<file path="src/rtl/counter_pkg.sv">
// counter_pkg: shared definitions for the sequence counter datapath.
//   mode_e    - sequence select encoding carried on the 2-bit mode port
//   bin2gray  - binary to reflected Gray code (CODE_W bits, zero-extend narrower values)
//   gray2bin  - reflected Gray code to binary (CODE_W bits, zero-extend narrower values)
package counter_pkg;

    localparam int unsigned CODE_W = 32;

    typedef enum logic [1:0] {
        MODE_BIN_UP   = 2'b00,
        MODE_BIN_DOWN = 2'b01,
        MODE_GRAY     = 2'b10,
        MODE_JOHNSON  = 2'b11
    } mode_e;

    function automatic logic [CODE_W-1:0] bin2gray(input logic [CODE_W-1:0] bin);
        return bin ^ (bin >> 1);
    endfunction

    function automatic logic [CODE_W-1:0] gray2bin(input logic [CODE_W-1:0] gray);
        logic [CODE_W-1:0] bin;
        bin[CODE_W-1] = gray[CODE_W-1];
        for (int i = CODE_W - 2; i >= 0; i--) begin
            bin[i] = bin[i+1] ^ gray[i];
        end
        return bin;
    endfunction

endpackage

</file>
<file path="src/rtl/counter_next_state.sv">
// counter_next_state: combinational next-state and terminal-state decode.
//   count         in  WIDTH  current registered count
//   mode          in  2      sequence select (counter_pkg::mode_e)
//   next          out WIDTH  value the count takes on an enabled step
//   is_terminal   out 1      count matches the terminal pattern of the mode
//   johnson_legal out 1      count is a valid Johnson code (<= 1 adjacent-bit transition)
module counter_next_state
    import counter_pkg::*;
#(
    parameter int unsigned WIDTH   = 4,
    parameter int unsigned MODULUS = 2 ** WIDTH
) (
    input  logic [WIDTH-1:0] count,
    input  logic [1:0]       mode,
    output logic [WIDTH-1:0] next,
    output logic             is_terminal,
    output logic             johnson_legal
);

    // Binary compares are done one bit wider so MODULUS = 2**WIDTH is representable.
    localparam logic [WIDTH:0]   MOD_EXT      = (WIDTH + 1)'(MODULUS);
    localparam logic [WIDTH:0]   MOD_LAST_EXT = (WIDTH + 1)'(MODULUS - 1);
    localparam logic [WIDTH-1:0] MOD_LAST     = WIDTH'(MODULUS - 1);
    localparam logic [WIDTH-1:0] ONE          = WIDTH'(1);
    localparam logic [WIDTH-1:0] MSB_ONLY     = ONE << (WIDTH - 1);
    localparam logic [WIDTH-2:0] T_ONE        = (WIDTH - 1)'(1);

    logic [WIDTH:0]   count_ext;
    logic [WIDTH-2:0] transitions;
    logic [WIDTH-1:0] gray_bin;
    logic [WIDTH-1:0] gray_bin_inc;
    logic [WIDTH-1:0] gray_next;

    assign count_ext = {1'b0, count};

    // One bit per adjacent pair that differs; legal when at most one is set.
    assign transitions   = count[WIDTH-1:1] ^ count[WIDTH-2:0];
    assign johnson_legal = (transitions & (transitions - T_ONE)) == '0;

    // Increment in the binary domain truncated to WIDTH so the wrap is mod 2**WIDTH.
    assign gray_bin     = WIDTH'(gray2bin(CODE_W'(count)));
    assign gray_bin_inc = gray_bin + ONE;
    assign gray_next    = WIDTH'(bin2gray(CODE_W'(gray_bin_inc)));

    always_comb begin
        next        = count;
        is_terminal = 1'b0;
        unique case (mode_e'(mode))
            MODE_BIN_UP: begin
                next        = (count_ext >= MOD_LAST_EXT) ? '0 : count + ONE;
                is_terminal = (count == MOD_LAST);
            end
            MODE_BIN_DOWN: begin
                next        = (count == '0 || count_ext >= MOD_EXT) ? MOD_LAST : count - ONE;
                is_terminal = (count == '0);
            end
            MODE_GRAY: begin
                next        = gray_next;
                is_terminal = (count == MSB_ONLY);
            end
            MODE_JOHNSON: begin
                next        = johnson_legal ? {count[WIDTH-2:0], ~count[WIDTH-1]} : '0;
                is_terminal = (count == MSB_ONLY);
            end
        endcase
    end

endmodule

</file>
<file path="src/rtl/seq_counter.sv">
// seq_counter: parametrised, mode-selectable sequence counter.
//   clk         in  1      system clock, rising edge
//   reset       in  1      asynchronous active-high reset
//   en          in  1      advance one step per clock
//   mode        in  2      00 bin up, 01 bin down, 10 Gray up, 11 Johnson
//   load        in  1      synchronous parallel load (beats en)
//   load_value  in  WIDTH  value written by load
//   count       out WIDTH  registered current state
//   tc          out 1      combinational terminal-state flag
//   wrap        out 1      registered pulse after a terminal-to-start step
module seq_counter
    import counter_pkg::*;
#(
    parameter int unsigned      WIDTH       = 4,
    parameter logic [WIDTH-1:0] RESET_VALUE = WIDTH'(4'b1100),
    parameter int unsigned      MODULUS     = 2 ** WIDTH
) (
    input  logic             clk,
    input  logic             reset,
    input  logic             en,
    input  logic [1:0]       mode,
    input  logic             load,
    input  logic [WIDTH-1:0] load_value,
    output logic [WIDTH-1:0] count,
    output logic             tc,
    output logic             wrap
);

    logic [WIDTH-1:0] next;
    logic             is_terminal;
    logic             johnson_legal;

    counter_next_state #(
        .WIDTH   (WIDTH),
        .MODULUS (MODULUS)
    ) u_next_state (
        .count         (count),
        .mode          (mode),
        .next          (next),
        .is_terminal   (is_terminal),
        .johnson_legal (johnson_legal)
    );

    // A Johnson terminal only counts when the code is legal; illegal codes self-correct silently.
    assign tc = is_terminal & (johnson_legal | (mode_e'(mode) != MODE_JOHNSON));

    always_ff @(posedge clk or posedge reset) begin
        if (reset) begin
            count <= RESET_VALUE;
            wrap  <= 1'b0;
        end else if (load) begin
            count <= load_value;
            wrap  <= 1'b0;
        end else if (en) begin
            count <= next;
            wrap  <= tc;
        end else begin
            wrap  <= 1'b0;
        end
    end

endmodule

</file>
<file path="config.mk">
export PLATFORM = sky130hd
export DESIGN_NAME = seq_counter
export DESIGN_NICKNAME = d
export VERILOG_FILES = /design/src/rtl/counter_pkg.sv /design/src/rtl/counter_next_state.sv /design/src/rtl/seq_counter.sv
export SDC_FILE = /design/constraint.sdc
export NUM_CORES = 1
export LEC_CHECK = 0
export BUFFER_PORTS_ARGS = -buffer_cell sky130_fd_sc_hd__buf_2
export CAP_MARGIN = 10
export CORE_MARGIN = 4
export CORE_UTILIZATION = 42
export CTS_CLUSTER_DIAMETER = 60
export DETAILED_ROUTE_END_ITERATION = 16
export GPL_TIMING_DRIVEN = 0
export PLACE_DENSITY = 0.76
export SETUP_SLACK_MARGIN = 0.5
export SKIP_CTS_REPAIR_TIMING = 1
export SLEW_MARGIN = 20
export SYNTH_ARGS = -nofsm -noshare
export SYNTH_HDL_FRONTEND = slang
export SYNTH_SLANG_ARGS = --single-unit
export TNS_END_PERCENT = 10
</file>
<file path="constraint.sdc">
create_clock -name clk -period 2.8 [get_ports clk]
set_clock_uncertainty 0.1 [all_clocks]
set_input_delay 0.42 -clock clk [delete_from_list [all_inputs] [get_ports clk]]
set_output_delay 0.42 -clock clk [all_outputs]
set_load 0.05 [all_outputs]
</file>
After elaboration in Yosys (flattened, before gate mapping):

Index checks and enable logic that the tools add are counted.
W data, S select, Z words.

* bits in registers: 5
* latch bits: 0
* RAM bits: 0
* bits in read-only memories: 0
* input port bits: 10
* output and inout bits: 6
* word-level logic and storage cells: 38
* memories kept: 0

* add/subtract/negate cells: 4
* $mul: 0
* divide/modulo/power cells: 0
* $lt $le $gt $ge: 2
* equal/unequal tests: 6
* shift-type cells: 0
* muxes and demuxes: 9
* bitwise operators: 9
* reduce and logical (&&, ||, !) cells: 6

Operators with widths (number)
* $mux W4: 5
* $pmux W4 S4: 1
* $add A4 B1 Y4 const B: 2
* $eq A4 B4 Y1 const B: 2
* $ge A4 B5 Y1 const B: 1
* $eq A2 B2 Y1 const B: 2
* $ge A4 B4 Y1 const B: 1
* $logic_not A4 Y1: 1
* $sub A4 B1 Y4 const B: 1
* $xor A4 B3 Y4: 1
* $and A3 B3 Y3: 1
* $logic_not A3 Y1: 1
* $pmux W1 S3: 1
* $sub A3 B1 Y3 const B: 1
* $xor A1 B1 Y1: 3
* $xor A3 B3 Y3: 1
* $eq A2 B1 Y1 const B: 1
* $logic_not A2 Y1: 1
* $mux W1: 2
* $ne A2 B2 Y1 const B: 1
* $reduce_bool A2 Y1: 1
* $reduce_or A2 Y1: 1
* $and A1 B1 Y1: 1
* $logic_or A1 B1 Y1: 1
* other kinds (2): 2

Longest topological paths before layout:

* depth after elaboration: 8
* gate-level depth with buffers: 9

Hierarchy:

Synthesis repeated with hierarchy kept, for this count alone.

* cell total of the unflattened synthesis: 95
* area total of the unflattened synthesis: 777.0 µm²

By module, submodules not included
* counter_next_state: instances 1, cells an instance 71, area each 528.0 µm²
* seq_counter: instances 1, cells an instance 24, area each 249.0 µm²

Worst setup path after synthesis:

OpenSTA, ideal clock, no wires.

* path kind: flip-flop to flip-flop
* start point: reg count[3]
* end point: reg wrap
* library setup time: 0.124 ns
* data arrival time: 2.660 ns
* setup slack: -0.084 ns
* stages on the path, launching flop included: 9
* path buffers: 1
* cells stage by stage: dfstp_2 buf_2 inv_1 ha_1 maj3_2 nand2_1 nand4_1 o21ai_0 and3_1

* longest elaborated chain between the ends: 8

RTL lines
* start: declaration: RTL line seq_counter.sv:24 `output logic [WIDTH-1:0] count,`
* start signal: assignment: RTL line seq_counter.sv:52 `count <= load_value;`
* start signal: assignment: RTL line seq_counter.sv:55 `count <= next;`
* $xor A3 B3 Y3: RTL line counter_next_state.sv:37 `assign transitions = count[WIDTH-1:1] ^ count[WIDTH-2:0];`
* $sub A3 B1 Y3: RTL line counter_next_state.sv:38 `assign johnson_legal = (transitions & (transitions - T_ONE)) == '0;`
* $and A3 B3 Y3: RTL line counter_next_state.sv:38
* $logic_not A3 Y1: RTL line counter_next_state.sv:38
* $or A1 B1 Y1: RTL line seq_counter.sv:45 `assign tc = is_terminal & (johnson_legal | (mode_e'(mode) != MODE_JOHNSON));`
* $and A1 B1 Y1 *: RTL line seq_counter.sv:45
* net tc: RTL line seq_counter.sv:25 `output logic tc,`
* $mux W1 *: RTL line seq_counter.sv:54 `end else if (en) begin`
* $mux W1 *: RTL line seq_counter.sv:51 `end else if (load) begin`
* end signal: assignment: RTL line seq_counter.sv:56 `wrap <= tc;`
* end: declaration: RTL line seq_counter.sv:26 `output logic wrap`

Mark *: on every way through the listed nets, which the timed path passes. The rest lies on a longest branch.
A chain may end at the register's enable or synchronous reset.

Worst setup path after layout:

* start point: reg count[2]
* end point: out tc

* longest elaborated chain between the ends: 6

RTL lines (RTL line)
* $xor A3 B3 Y3: counter_next_state.sv:37
* $sub A3 B1 Y3: counter_next_state.sv:38
* $and A3 B3 Y3: counter_next_state.sv:38
* $logic_not A3 Y1: counter_next_state.sv:38
* $or A1 B1 Y1: seq_counter.sv:45
* $and A1 B1 Y1 *: seq_counter.sv:45
* end: declaration: seq_counter.sv:25

Every way passes the cells marked *; elsewhere a longest branch is shown, timed or not.

==> key figures <==
Detailed routing
  – Routed WL: 2.11 mm
  – DRT Pass-1 Iters: 4
  – Iter 0 DRT Violations: 47
  – Antenna-violating nets left: 0
  – Vias per inst: 5.83
  – # DRC: 0
  – Routed wire per std cell: 15.0 µm
  – Detailed-route via count: 822

Final layout
  – Area growth from synthesis to layout: 49.1%
  – # nets final: 146
  – Fillers: 131
  – Core Util, Final: 68.3%
  – Area of the multi-input gates: 601 µm²
  – FF/Latch Area: 134 µm²
  – Fraction of layout cells with a size suffix above 1: 40.8%
  – Final instance area: 1050 µm²
  – Ant. Diodes: 0

Worst setup path
  – CP Max Fanout: 5
  – CP startpoint kind: flip-flop
  – Critical Path End Type: primary output
  – R2r endpoint: count[3]$_DFFE_PP1P_
  – Reg2Reg Launch Point: count[2]$_DFFE_PP1P_
  – CP Data Arrival Time: 2.02 ns
  – Cell count of the worst reg-to-reg path: 9
  – Crit path kind: flip-flop to primary output
  – Worst Path Required: 2.28 ns
  – R2R Setup Slk: 0.36 ns

Global routing
  – First-pass GRT wire length: 3.31 mm
  – Antenna violations before repair: 0
  – Met3 usage: 0.612%
  – Met2 Use GR: 27.6%
  – Grt total ovfl: 0
  – Grt peak-use layer: met2
  – M1 GR Usage: 22.7%
  – Vias in the first global route: 743
  – Largest net degree at the start of global routing: 11
  – Total global-route track usage: 16.4%

Placed design
  – Placed inst area: 857 µm²
  – HPWL Detailed: 1.53 mm
  – Final GP Congestion: 0.863
  – Port Buffers: 13

Logic synthesis
  – Yosys warnings: 0
  – Post-synth ARST share: 100%
  – Synth area leader: ha_1
  – Syn nets: 112
  – Synthesized area: 706 µm²
  – Avg Synthesized Cell Area: 7.67 µm²
  – Post-synth top area share: 17.7%
  – Synth cell types: 35
  – Post-synth EDFFs: 0
  – Synth cell count leaders: ha_1 (10), nand2_1 (8), a21oi_1 (7), inv_1 (7), nor2_1 (6)
  – Top cells by area, synth: ha_1 (18%), dfrtp_1 (11%), dfstp_2 (7.4%)
  – Seq/Total Area, Yosys: 18.1%
  – Syn Inst Count: 92
  – #FFs+latches synth: 5
  – Most common cell in the synthesized netlist: ha_1
  – Ys flop type: dfrtp_1

Floorplan
  – Die width: 49.0 µm
  – Core area: 1540 µm²
  – Chip height: 49.0 µm
  – Initial core utilization: 45.8%
  – IO Pins: 16
  – Num rows: 14
  – Full die area: 2400 µm²

Clocking
  – Worst-path clk slew: 0.05 ns
  – Clock latency on the worst-skew pair: 0.24 ns
  – Clock root cell: clkbuf_4
  – CTS max path bufs: 2
  – TritonCTS clock tree: yes
  – TritonCTS buffer count: 3
  – H-Tree Depth: 1
  – Total clock sinks: 5

Status
  – Status: finished, final reports clean

Pwr
  – Pwr dens: 534 nW/µm²
  – VDD IR-drop max: 0.000318 V
  – Total power: 562 µW
  – LEAKAGE: 0.000466 µW

Worst hold path
  – Worst hold path type: primary input to flip-flop
  – Worst hold path endpoint: count[0]$_DFFE_PP0P_
  – Hold path depth: 3
  – Worst hold path startpoint: load_value[0]

STA
  – Min Tclk post-route: 2.54 ns
  – # setup viols final: 0
  – Fin Hold WS: 0.307 ns
  – RSZ-0062 raised after global routing: true
  – Fmax: 394 MHz
  – Fin. max-slew vios: 0
  – Slew HR: 74.9%
  – Period utilization: 90.6%
  – Slew @ Worst Pin: 0.368 ns
  – Post-Route Setup TNS: 0 ns
  – Fin. Hold Viols: 0

Job
  – Max Cap Violations: 0
[cell usage in the layout, fill, tap and decap left out, types with 2 or more instances in the layout]
master    count
dfrtp_2       2
ha_1          6
o21ai_0       2
o21ai_1       2
nor2_1        6
nor3_1        2
buf_6         3
a31o_1        2
a21oi_1       7
buf_4        15
a22oi_1       3
nand2_1       8
nand2b_1      3
nand3_1       3
buf_2        15
ha_4          4
xnor2_1       3
nand4_1       2
clkbuf_4      3
inv_1         4
a211oi_1      2
nor2b_1       2
[routing by layer]
layer	up-vias	wire [µm]
met5	-	0
met1	378	912
li1	404	-
met3	3	127
met2	37	1060
met4	0	9
[layout make-up]
class	instances	area share, %
well taps	16	1.90
plain buffers	5	3.57
repair buffers	29	18.4
inverters	7	3.80
multi-input cells	75	57.1
clock buffers	4	2.50
flip-flops and latches	5	12.7
[state kept, by name, indices dropped and copies added, names as in the netlist]
name,cells
count,4
wrap,1
[critical path, stage by stage, from the launching register on]
cell,delay [ns]
dfstp_4,0.67
inv_8,0.05
ha_4,0.24
maj3_2,0.33
nand2_1,0.07
nand4_1,0.14
o21ai_4,0.10
buf_6,0.17
[power by group]
| part | leakage (µW) | internal (µW) | switching (µW) |
|---|---|---|---|
| sequential | 0.0000571 | 86.3 | 15.3 |
| clock | 0.0000150 | 54.1 | 33.1 |
| combinational | 0.000394 | 181 | 193 |
| total | 0.000466 | 321 | 241 |
[how the worst max path moves through the flow]
stage,from,to,slack (ns),cells past startpoint
2_1_floorplan,count[3]$_DFFE_PP1P_,tc,0.41,7
4_1_cts,count[2]$_DFFE_PP1P_,tc,0.03,7
3_3_place_gp,count[2]$_DFFE_PP1P_,tc,0.33,7
5_1_grt,count[2]$_DFFE_PP1P_,tc,0.19,7
6_report,count[2]$_DFFE_PP1P_,tc,0.26,7
3_5_place_dp,count[2]$_DFFE_PP1P_,tc,0.29,7
[stage by stage]
| stage | instances | worst slack [ns] |
|---|---|---|
| after floorplan | 92 | 0.410 |
| after global placement | 121 | 0.332 |
| after detailed placement | 121 | 0.294 |
| after CTS | 125 | 0.0338 |
| after global routing | 141 | 0.192 |
| final | 141 | 0.262 |
[kinds of logic after synthesis]
| group | Yosys count | synth area share [%] |
|---|---|---|
| compound gates | 29 | 27.8 |
| xor+xnor | 4 | 4.96 |
| fa+ha+maj | 11 | 19.3 |
| buf+inv | 12 | 7.27 |
| flops | 5 | 18.1 |
| simple gates | 31 | 22.5 |
No activity file was read; power rests on OpenSTA's default activity.
